File: src/rtl/acc_pkg.sv
// Shared constants and FSM encoding for the accumulator readout block.
package acc_pkg;

  localparam int ACC_SIZE    = 8;
  localparam int ACC_DEPTH   = 8;
  localparam int ACC_PSW     = 8 + 4 + 4 + $clog2(ACC_SIZE);
  localparam int ACC_OUT_W   = 8;
  localparam int ACC_ADDR_W  = 3;
  localparam int ACC_SHIFT_W = 5;

  typedef enum logic [1:0] {
    S_IDLE  = 2'd0,
    S_READ  = 2'd1,
    S_DRAIN = 2'd2,
    S_DONE  = 2'd3
  } acc_state_t;

endpackage

File: src/rtl/acc_rd_postproc.sv
// Combinational quantizer: arithmetic shift with round-half-up, optional ReLU,
// then saturation to the signed output range.
module acc_rd_postproc
  import acc_pkg::*;
#(
  parameter int PSW   = ACC_PSW,
  parameter int OUT_W = ACC_OUT_W
) (
  input  logic signed [PSW-1:0]         din,
  input  logic        [ACC_SHIFT_W-1:0] shift_amt,
  input  logic                          relu_en,
  output logic signed [OUT_W-1:0]       dout
);

  // One guard bit above the input so the rounding increment cannot wrap.
  localparam logic signed [PSW:0] SAT_HI = {{(PSW - OUT_W + 2){1'b0}}, {(OUT_W - 1){1'b1}}};
  localparam logic signed [PSW:0] SAT_LO = {{(PSW - OUT_W + 2){1'b1}}, {(OUT_W - 1){1'b0}}};

  function automatic logic signed [PSW:0] shift_round(
    input logic signed [PSW-1:0]         x,
    input logic        [ACC_SHIFT_W-1:0] sh
  );
    logic signed [PSW:0] ext;
    logic signed [PSW:0] quo;
    logic signed [PSW:0] pre;
    logic                rbit;
    ext  = {x[PSW-1], x};
    quo  = ext >>> sh;
    // Bit sh-1 of the input is the first bit shifted out; it carries the half-LSB.
    pre  = ext >>> (sh - 5'd1);
    rbit = (sh != '0) && pre[0];
    return quo + {{PSW{1'b0}}, rbit};
  endfunction

  function automatic logic signed [OUT_W-1:0] saturate(input logic signed [PSW:0] v);
    if (v > SAT_HI)
      return SAT_HI[OUT_W-1:0];
    else if (v < SAT_LO)
      return SAT_LO[OUT_W-1:0];
    else
      return v[OUT_W-1:0];
  endfunction

  logic signed [PSW:0] rnd_v;
  logic signed [PSW:0] rel_v;

  // Shift/round, clamp negatives when ReLU is on, then saturate.
  always_comb begin
    rnd_v = shift_round(din, shift_amt);
    rel_v = (relu_en && (rnd_v < 0)) ? '0 : rnd_v;
    dout  = saturate(rel_v);
  end

endmodule

File: src/rtl/acc_readout.sv
// Drains DEPTH accumulator entries in address order, quantizes each word and
// hands it downstream through a 2-entry valid/ready FIFO.
module acc_readout
  import acc_pkg::*;
#(
  parameter int SIZE              = ACC_SIZE,
  parameter int DEPTH             = ACC_DEPTH,
  parameter int PARTIAL_SUM_WIDTH = 8 + 4 + 4 + $clog2(SIZE),
  parameter int OUT_WIDTH         = ACC_OUT_W
) (
  input  logic                                clk,
  input  logic                                rst_n,
  input  logic                                start,
  input  logic        [ACC_SHIFT_W-1:0]       shift_amt,
  input  logic                                relu_en,
  output logic                                Acc_Rd_en,
  output logic        [ACC_ADDR_W-1:0]        Acc_Rd_Addr,
  input  logic signed [PARTIAL_SUM_WIDTH-1:0] Partial_Sum_out,
  output logic                                out_valid,
  input  logic                                out_ready,
  output logic signed [OUT_WIDTH-1:0]         out_data,
  output logic        [ACC_ADDR_W-1:0]        out_addr,
  output logic                                busy,
  output logic                                done
);

  localparam logic [ACC_ADDR_W-1:0] LAST_ADDR = ACC_ADDR_W'(DEPTH - 1);

  acc_state_t                  state;
  logic [ACC_ADDR_W-1:0]       rd_ptr;
  logic [ACC_ADDR_W-1:0]       last_addr;
  logic [ACC_SHIFT_W-1:0]      shift_q;
  logic                        relu_q;

  logic                        vld_p1;
  logic [ACC_ADDR_W-1:0]       addr_p1;
  logic signed [OUT_WIDTH-1:0] data_p1;

  logic signed [OUT_WIDTH-1:0] fifo_data [2];
  logic [ACC_ADDR_W-1:0]       fifo_addr [2];
  logic                        wr_sel;
  logic                        rd_sel;
  logic [1:0]                  occ;
  logic [1:0]                  occ_nxt;
  logic [2:0]                  commit;
  logic                        push;
  logic                        pop;

  assign pop     = out_valid & out_ready;
  assign push    = vld_p1;
  assign occ_nxt = occ + {1'b0, push} - {1'b0, pop};

  // Words already owed to the FIFO after this cycle's pop; a new read is only
  // safe when one slot remains for it no matter what out_ready does next cycle.
  assign commit    = {1'b0, occ} + {2'b0, vld_p1} - {2'b0, pop};
  assign Acc_Rd_en = (state == S_READ) && (commit < 3'd2);

  // Address shows the word being read, otherwise holds the last one issued.
  assign Acc_Rd_Addr = Acc_Rd_en ? rd_ptr : last_addr;

  assign out_valid = (occ != 2'd0);
  assign out_data  = fifo_data[rd_sel];
  assign out_addr  = fifo_addr[rd_sel];

  // Control FSM: accept start, issue reads, wait for the FIFO to empty, pulse done.
  always_ff @(posedge clk) begin
    if (!rst_n) begin
      state     <= S_IDLE;
      rd_ptr    <= '0;
      last_addr <= '0;
      shift_q   <= '0;
      relu_q    <= 1'b0;
      busy      <= 1'b0;
      done      <= 1'b0;
    end else begin
      case (state)
        S_IDLE: begin
          done <= 1'b0;
          if (start) begin
            state   <= S_READ;
            busy    <= 1'b1;
            rd_ptr  <= '0;
            shift_q <= shift_amt;
            relu_q  <= relu_en;
          end
        end
        S_READ: begin
          if (Acc_Rd_en) begin
            last_addr <= rd_ptr;
            if (rd_ptr == LAST_ADDR) begin
              state  <= S_DRAIN;
              rd_ptr <= '0;
            end else begin
              rd_ptr <= rd_ptr + 3'd1;
            end
          end
        end
        S_DRAIN: begin
          if ((occ_nxt == 2'd0) && !vld_p1) begin
            state <= S_DONE;
            done  <= 1'b1;
          end
        end
        S_DONE: begin
          state <= S_IDLE;
          done  <= 1'b0;
          busy  <= 1'b0;
        end
        default: begin
          state <= S_IDLE;
          busy  <= 1'b0;
          done  <= 1'b0;
        end
      endcase
    end
  end

  // ---- stage p1: read data returns one cycle after the strobe ----
  always_ff @(posedge clk) begin
    if (!rst_n) begin
      vld_p1  <= 1'b0;
      addr_p1 <= '0;
    end else begin
      vld_p1 <= Acc_Rd_en;
      if (Acc_Rd_en)
        addr_p1 <= Acc_Rd_Addr;
    end
  end

  acc_rd_postproc #(
    .PSW   (PARTIAL_SUM_WIDTH),
    .OUT_W (OUT_WIDTH)
  ) u_postproc (
    .din       (Partial_Sum_out),
    .shift_amt (shift_q),
    .relu_en   (relu_q),
    .dout      (data_p1)
  );

  // ---- stage p2: quantized word and address land in the output FIFO ----
  always_ff @(posedge clk) begin
    if (!rst_n) begin
      for (int i = 0; i < 2; i++) begin
        fifo_data[i] <= '0;
        fifo_addr[i] <= '0;
      end
      wr_sel <= 1'b0;
      rd_sel <= 1'b0;
      occ    <= 2'd0;
    end else begin
      if (push) begin
        fifo_data[wr_sel] <= data_p1;
        fifo_addr[wr_sel] <= addr_p1;
        wr_sel            <= ~wr_sel;
      end
      if (pop)
        rd_sel <= ~rd_sel;
      occ <= occ_nxt;
    end
  end

endmodule

File: config.mk
export PLATFORM = sky130hd
export DESIGN_NAME = acc_readout
export DESIGN_NICKNAME = d
export VERILOG_FILES = /design/src/rtl/acc_pkg.sv /design/src/rtl/acc_rd_postproc.sv /design/src/rtl/acc_readout.sv
export SDC_FILE = /design/constraint.sdc
export NUM_CORES = 1
export LEC_CHECK = 0
export ABC_AREA = 1
export BUFFER_PORTS_ARGS = -buffer_cell sky130_fd_sc_hd__buf_2
export CAP_MARGIN = 20
export CORE_ASPECT_RATIO = 1.2
export CORE_MARGIN = 5
export CORE_UTILIZATION = 45
export CTS_BUF_LIST = sky130_fd_sc_hd__clkbuf_8
export DETAILED_ROUTE_END_ITERATION = 16
export GPL_ROUTABILITY_DRIVEN = 0
export GPL_TIMING_DRIVEN = 0
export PLACE_DENSITY_LB_ADDON = 0.25
export SLEW_MARGIN = 20
export SYNTH_ARGS = -nofsm -noshare
export SYNTH_HDL_FRONTEND = slang
export SYNTH_HIERARCHICAL = 1
export SYNTH_SLANG_ARGS = --single-unit
File: constraint.sdc
create_clock -name clk -period 3.8 [get_ports clk]
set_input_delay 0.19 -clock clk [delete_from_list [all_inputs] [get_ports clk]]
set_output_delay 0.19 -clock clk [all_outputs]
set_load 0.01 [all_outputs]
==> summary.md, run 1 <==
The logs give 0.000290 V for the maximum ir drop on the vdd rail and 0.28 ns for the slack of the worst reg-to-reg path. The worst path needs 3.52 ns of the cycle, external delays included. The buffer and inverter count on the worst path works out to 5.

The area share of the largest cell type after synthesis works out to 0.178. The standard cell core area came out at 9130 sq um. Based on the critical path, the design can be clocked at up to 284 MHz. By instance count, the cell type seen most on the critical path is sky130_fd_sc_hd__nand2_1. The run gives 4630 sq um as the post-detailed-placement cell area.

The floorplan step defined a die boundary enclosing 11500 sq um. Once layout is complete, the cells apart from fillers number 834. Number of nets in the finished design: 754.

In this run the tool buffered the top-level ports with 45 buffer cells. The clock buffer count from CTS is 5. The worst setup slack after placement was -0.303 ns; the number of levels in the clock H-tree was 2.

For the gate count of the mapped netlist, the log shows 657. The proportion of register bits with asynchronous set or reset after synthesis was 0; the maximum number of pins on one net before global-route repair was 19. The tools report the via count of the first global-routing pass as 4161. The cell family contributing the most delay on the critical path is simple AND/OR/NAND/NOR gates. The max-slew violation count is 0. Among all flip-flop cells after synthesis, the most frequent one is sky130_fd_sc_hd__dfxtp_1.

The power density relative to cell area came out at 649 nW/um^2. In the layout the commonest cells are sky130_fd_sc_hd__nand2_1 (197), sky130_fd_sc_hd__nand3_1 (86), sky130_fd_sc_hd__nor2_1 (74). The number of flops mapped to enable cells by yosys works out to 22.

For the total wirelength of the detailed-routed design, the log shows 10400 um. The source of the worst register-to-register timing path is shift_q[0]. Fill cells in the final layout number 925. After clock tree synthesis, the clock-pin slew on the worst setup and hold paths is 0.09 ns.

The mean area per synthesized cell is 6.47 sq um. The worst setup path is of the register to register kind. For the number of distinct library cell variants in the gate-level netlist after synthesis, the log shows 49. The tools report the capture point of the critical path as fifo_data[1][1]. The sort of element at the end of the critical path was a register. Summing all multi-input logic gate instances after layout gives 2750 sq um. By area the synthesized netlist is led by sky130_fd_sc_hd__nand2_1 (18%), sky130_fd_sc_hd__edfxtp_1 (16%), sky130_fd_sc_hd__dfxtp_1 (12%), sky130_fd_sc_hd__nand3_1 (10%), sky130_fd_sc_hd__nor2_1 (6.5%). In the post-route analysis, the smallest setup slack over all paths is 0.280 ns.

The logs give 0 for the number of endpoints failing setup at the final stage and 698 for the total nets after synthesis. STA puts the critical path data required time at 3.85 ns. The number of hold buffers added after CTS was 0. The static leakage is 0.00249 uW, and the total global-route track usage is 0.186.

Share of final-layout standard cells stronger than drive strength 1: 0.231. The slowest library cell on the worst path was sky130_fd_sc_hd__dfxtp_2. Worst reg2reg path endpoint: fifo_data[1][1]. For the pin with the worst max-slew slack, the measured transition is 0.486 ns.

Dividing the detail-routed via count by the number of cells gives 5.18. The average wire per standard cell came out at 12.5 um. TritonCTS built the clock tree.

Kind of path behind the tightest hold check: input pin to register. The total number of cells along the worst setup path was 25. The area growth from synthesis to layout is 14.6%. The worst setup path is launched from a register.

The design draws 3160 uW. For the number of failing hold endpoints at the final stage, the log shows 0. The flow ran to the end, and the final reports show no timing, DRC or antenna violations. No sink is reached through more buffers than the 2 on the longest clock path. During synthesis, Yosys emitted a total of 6 warnings.

Setup repair after global routing left no endpoint under its margin. Measured in cells, the most critical reg-to-reg path has a length of 25. The most common cell after layout, fill and taps aside is sky130_fd_sc_hd__nand2_1. The number of sinks on the clock net is 47, and the largest fanout on the critical path is 10. Share of the clock period used by the worst path: 0.926. The wire length of the first global-routing pass is 18100 um, and the number of antenna diodes is 0. The worst-case headroom to the max-slew limit was 0.675; the number of nets with antenna violations after routing was 0.

After floorplanning, the core was divided into 38 placement rows. Between clock sinks in the finished design, the worst skew comes to 0.00657 ns. Once layout is done, the placed cells without fillers occupy 4870 sq um.

The logs give 0.466 for the starting density of the core and 0.30 ns for the clock insertion delay at the later pin of the skew report. During I/O placement, the number of pins put on the boundary was 47. The placed wire-length estimate was 8460 um; the share of synthesized area occupied by flip-flops and latches was 0.273. The startpoint identified for the worst hold timing path is shift_amt[0].

The first detailed-routing pass took 4 iterations. The die is 116 um tall. The total overflow left after global routing is 0. Arrival time at the worst endpoint: 3.57 ns. For this run, design rule violations remaining after detail routing come to 0. The violation count after the first detailed-route iteration was 198; the number of maximum-capacitance violations was 0. The synthesized design contains 47 register bits.

The logs give 0 for the initial antenna violation count and 1160 sq um for the area occupied by registers. sky130_fd_sc_hd__nand2_1 takes more of the synthesized area than any other cell. The die is 98.7 um wide.

The routed layout has 4316 vias. In this design, the stage delay of the slowest critical-path cell is 0.33 ns. The critical path starts at shift_q[0]. After synthesis the cells add up to 4250 sq um.

The tree is rooted in a sky130_fd_sc_hd__clkbuf_8. The final design utilization was 0.534. After detailed placement, the design holds a cell count of 822.
-- registers in the layout, summed over array words and instances (netlist names), named ones only --
| register | cells |
|---|---|
| fifo_data | 16 |
| fifo_addr | 6 |
| shift_q | 5 |
| addr_p1 | 3 |
| last_addr | 3 |
| rd_ptr | 3 |
| occ | 2 |
| state | 2 |
| busy | 1 |
| done | 1 |
| push | 1 |
| rd_sel | 1 |
| relu_q | 1 |
| wr_sel | 1 |
-- synthesized netlist by cell type, types with 2 or more instances --
library cell,number
sky130_fd_sc_hd__edfxtp_1,22
sky130_fd_sc_hd__mux2_2,11
sky130_fd_sc_hd__o31ai_1,2
sky130_fd_sc_hd__nor2_2,9
sky130_fd_sc_hd__nor3_1,2
sky130_fd_sc_hd__ha_1,11
sky130_fd_sc_hd__nand4_1,12
sky130_fd_sc_hd__nand3_2,12
sky130_fd_sc_hd__o211ai_1,3
sky130_fd_sc_hd__buf_4,2
sky130_fd_sc_hd__o21ai_1,5
sky130_fd_sc_hd__inv_1,67
sky130_fd_sc_hd__nor2_1,74
sky130_fd_sc_hd__o21ai_0,15
sky130_fd_sc_hd__nand3_1,86
sky130_fd_sc_hd__xor2_1,2
sky130_fd_sc_hd__nand2_1,202
sky130_fd_sc_hd__inv_2,8
sky130_fd_sc_hd__buf_6,5
sky130_fd_sc_hd__o21bai_1,3
sky130_fd_sc_hd__nand2_2,18
sky130_fd_sc_hd__dfxtp_1,25
sky130_fd_sc_hd__a21oi_1,22
sky130_fd_sc_hd__xnor2_1,2
sky130_fd_sc_hd__buf_2,11
sky130_fd_sc_hd__nand2_4,3
-- worst register-to-register path, stage by stage (launching register included) --
cell                      delay [ns]
sky130_fd_sc_hd__dfxtp_2        0.33
sky130_fd_sc_hd__buf_6          0.13
sky130_fd_sc_hd__buf_8          0.14
sky130_fd_sc_hd__buf_6          0.15
sky130_fd_sc_hd__o31ai_4        0.20
sky130_fd_sc_hd__nand2_2        0.11
sky130_fd_sc_hd__nor3_4         0.21
sky130_fd_sc_hd__a31oi_2        0.13
sky130_fd_sc_hd__o22ai_2        0.18
sky130_fd_sc_hd__ha_2           0.25
sky130_fd_sc_hd__buf_4          0.13
sky130_fd_sc_hd__nand2_2        0.08
sky130_fd_sc_hd__nor2_8         0.16
sky130_fd_sc_hd__nand2_4        0.08
sky130_fd_sc_hd__nor2_4         0.13
sky130_fd_sc_hd__nand2_1        0.06
sky130_fd_sc_hd__nand2_1        0.06
sky130_fd_sc_hd__nand2_1        0.08
sky130_fd_sc_hd__o21ai_1        0.12
sky130_fd_sc_hd__nand2_1        0.06
sky130_fd_sc_hd__nor2_1         0.11
sky130_fd_sc_hd__nand2_1        0.10
sky130_fd_sc_hd__nand2_4        0.12
sky130_fd_sc_hd__nand2_2        0.06
sky130_fd_sc_hd__inv_1          0.07
sky130_fd_sc_hd__nor2_1         0.05
-- routing by layer --
layer | share of wire | global-route usage
met1 | 0.42 | 0.213
met2 | 0.51 | 0.355
met3 | 0.041 | 0.0305
met4 | 0.024 | 0.0583
met5 | 0 | 0
-- final cells by class --
type / instances / area share
plain buffers: 17 / 0.0280
clock buffers: 5 / 0.0141
clock inverters: 3 / 0.00411
inverters: 77 / 0.0619
multi-input cells: 513 / 0.564
flip-flops and latches: 47 / 0.239
well taps: 120 / 0.0308
repair buffers: 52 / 0.0586
-- timing repair --
| item | in CTS | in global routing |
|---|---|---|
| buffers inserted | 2 | 5 |
| gates cloned | 0 | 0 |
| pin swaps | 2 | 17 |
| endpoints found under the hold margin | 0 | 0 |
| setup endpoints to repair | 14 | 14 |
| resized for setup | 5 | 28 |
-- how the worst min path moves through the flow --
stage	end	slack [ns]	depth (start not counted)
after floorplan	relu_q	0.35	2
after global placement	rd_sel	0.43	1
after detailed placement	shift_q[0]	0.45	3
after CTS	shift_q[0]	0.14	3
after global routing	shift_q[0]	0.14	3
final	shift_q[0]	0.14	3
-- cell families (layout without fill, tap and decap cells) --
logic type | count (synthesis) | in the layout | synth area share
adder cells (fa/ha/maj) | 12 | 12 | 0.0371
AO/OA/AOI/OAI | 58 | 58 | 0.0801
flip-flops | 47 | 47 | 0.273
buffers and inverters | 97 | 154 | 0.105
AND/OR/NAND/NOR | 428 | 428 | 0.467
XOR/XNOR | 4 | 4 | 0.00824
multiplexers | 11 | 11 | 0.0291
-- per-stage QoR --
stage | TNS (ns) | hold WS [ns]
6_report | 0 | 0.137
4_1_cts | 0 | 0.135
5_1_grt | 0 | 0.141
3_5_place_dp | -3.78 | 0.449
2_1_floorplan | 0 | 0.354
3_3_place_gp | -2.39 | 0.434
-- power breakdown --
part	internal (uW)	switching, uW	total, uW
Combinational	795	1390	2180
Clock	128	167	295
Sequential	622	65.6	687
Total	1540	1620	3160
(Power assumes the default switching activity.)
==> inputs of run 2 (changes only) <==
--- a/config.mk
+++ b/config.mk
@@ -8,7 +8,7 @@
 export ABC_AREA = 1
 export BUFFER_PORTS_ARGS = -buffer_cell sky130_fd_sc_hd__buf_2
 export CAP_MARGIN = 20
-export CORE_ASPECT_RATIO = 1.2
+export CORE_ASPECT_RATIO = 1.75
 export CORE_MARGIN = 5
 export CORE_UTILIZATION = 45
 export CTS_BUF_LIST = sky130_fd_sc_hd__clkbuf_8
==> summary.md, run 2 (synthesis results as in run 1) <==
The initial antenna violation count came out at 0. Clock-pin transition on the worst setup and hold timing paths: 0.09 ns. Number of vias per cell: 5.27. STA puts the critical path data required time at 3.83 ns.

The sequential share of power was 0.208; the share of the clock period used by the worst path was 0.932. Summed over all layers, the global routing overflow is 0. The initialized floorplan defines 47 standard-cell rows. Among the stages of the critical path, the cell type that occurs most often is sky130_fd_sc_hd__nand2_1. Starting density of the core: 0.455. The worst-case headroom to the max-slew limit was 0.696.

The tool flagged a number of max-cap violations equal to 0. The combinational cell fraction of total power is 0.684, and the number of levels in the clock H-tree is 2. After layout, the minimum clock period comes to 3.54 ns. STA classifies the critical path endpoint as a register. Kind of critical path: register to register. Internal power comes to 1660 uW.

Leaving out filler cells and counting taps, the final layout contains 851. The number of iterations in the first detailed-routing pass was 5; the die height was 139 um. For the final design utilization, the log shows 0.536. The signal on the critical path passes through buf_8 > buf_4 > o31ai_4 > nand2_2 > nor3_4 > a31oi_2 > o22ai_2 > ha_2 > ha_4 > inv_2 > nor3_4 > nand3_1 > nand2_1 > nand2_2 > o21ai_1 > nand2_1 > nor2_1 > nand2_1 > nand2_2 > nand2_1 > inv_1 > nor2_1. STA puts the critical path data arrival time at 3.57 ns. CTS saw 47 sinks. In this run the remaining antenna-violating nets after routing total 0.

The die is 83.5 um wide. The buffer type at the clock tree root was sky130_fd_sc_hd__clkbuf_8. The switching power total is 1650 uW, and the total global-route track usage is 0.186.

At the later pin of the worst-skew pair, clock insertion delay measures 0.30 ns. The placed wire-length estimate is 8980 um, and the violation count after the first detailed-route iteration is 203. Buffers inserted to repair hold after CTS numbered 0. The maximum ir drop on the vdd rail is 0.000285 V, and the via count of the first global-routing pass is 4338. The clock arrives with 0.0121 ns of skew. The largest registers in the layout are fifo_data: 16 flops, fifo_addr: 6 flops, shift_q: 5 flops. The floorplan step defined a die boundary enclosing 11600 sq um. The wire length of the first global-routing pass was 18400 um; the actual slew at the worst max-slew pin was 0.456 ns. The maximum number of pins on one net before global-route repair was 16; the largest stage delay on the critical path was 0.34 ns.

The max-slew violation count was 0. Leaving out fill and tap cells, the most frequent cells in the layout are sky130_fd_sc_hd__nand2_1 (198), sky130_fd_sc_hd__nand3_1 (86), sky130_fd_sc_hd__nor2_1 (74). Most common cell after layout, fill and taps aside: sky130_fd_sc_hd__nand2_1.

The area growth from synthesis to layout was 18.0%. The longest clock path from root to sink contains 2 buffers. Ranked by flip-flop count, first place goes to fifo_data. The net switching share of the total power works out to 0.499.

Final sum of negative setup slack: 0 ns. For the power share of the clock group, the log shows 0.109. The number of endpoints failing setup at the final stage is 0, and the final hold slack is 0.130 ns. TritonCTS built the clock tree. After the last flow step, the layout net total stands at 769.

The routed layout has 4486 vias. The largest individual stage delay along the critical path comes from the cell sky130_fd_sc_hd__dfxtp_2. 47 I/O pins were placed. In the final routed layout, each cell accounts on average for 13.0 um. The share of final-layout standard cells stronger than drive strength 1 was 0.252; the power density relative to cell area was 660 nW/um^2. After detailed routing, the number of remaining DRC violations is 0. The floorplan step defined a core boundary enclosing 9350 sq um. The clock buffer count from CTS came out at 5.

The tightest min-delay check is of the input pin to register type. Input and output buffers added on the ports amount to 45. For this run, the top clock speed supported by timing is 282 MHz. The number of antenna diodes was 0; the largest fanout on the critical path was 10. In this run the static leakage power is 0.00257 uW. The worst setup path is launched from a register. The number of failing hold endpoints at the final stage was 0.

The flow ran to the end, and the final reports show no timing, DRC or antenna violations. For this block, the routed nets add up to 11000 um of wire. The number of cells in the design after placement came out at 824. The register with the most flip-flops in the layout has 16 of them.
run 2: cell type report:
type	count	area, sq um
sequential	47	1170
tap	122	153
multi-input combinational	513	2740
inverter	77	307
buffer	19	156
fill	923	4340
clock inverter	3	42.5
timing repair buffer	65	379
clock buffer	5	68.8
run 2: power groups by stage:
stage / combinational [uW] / sequential, uW / clock [uW]
2_1_floorplan: 1610 / 680 / 0
3_3_place_gp: 2000 / 690 / 0
3_5_place_dp: 2040 / 694 / 0
4_1_cts: 2090 / 683 / 367
5_1_grt: 2550 / 700 / 388
6_report: 2260 / 687 / 359
run 2: stage by stage:
step | power, uW | worst slack [ns] | area [sq um]
after detailed placement | 2730 | -0.460 | 4630
after global routing | 3640 | -0.0326 | 5010
after global placement | 2690 | -0.403 | 4630
after floorplan | 2290 | 0.475 | 4250
final | 3310 | 0.257 | 5010
after CTS | 3140 | 0.0234 | 4800
run 2: critical path, delay by kind of cell (launching register included):
kind	cells	cell delay, ns
simple gates	12	1.47
compound gates	4	0.60
buf+inv	4	0.45
flops	1	0.34
fa+ha+maj	2	0.40
run 2: metal layers:
| layer | wire length (um) | track usage |
|---|---|---|
| met5 | 0 | 0 |
| met4 | 742 | 0.129 |
| met3 | 371 | 0.0196 |
| met2 | 5970 | 0.362 |
| met1 | 3950 | 0.178 |
run 2: worst paths after layout:
check	start	endpoint	slack, ns	cells after the start
max	shift_q[0]	fifo_data[1][5]	0.26	22
min	shift_amt[3]	shift_q[3]	0.13	3
min reg2reg	rd_sel	register	0.46	1
max reg2reg	shift_q[0]	fifo_data[1][5]	0.26	22
run 2: what timing repair did:
action,4_1_cts,5_1_grt
endpoints found under the setup margin,14,14
pin swaps,3,29
resized for setup,7,35
setup buffers,3,17
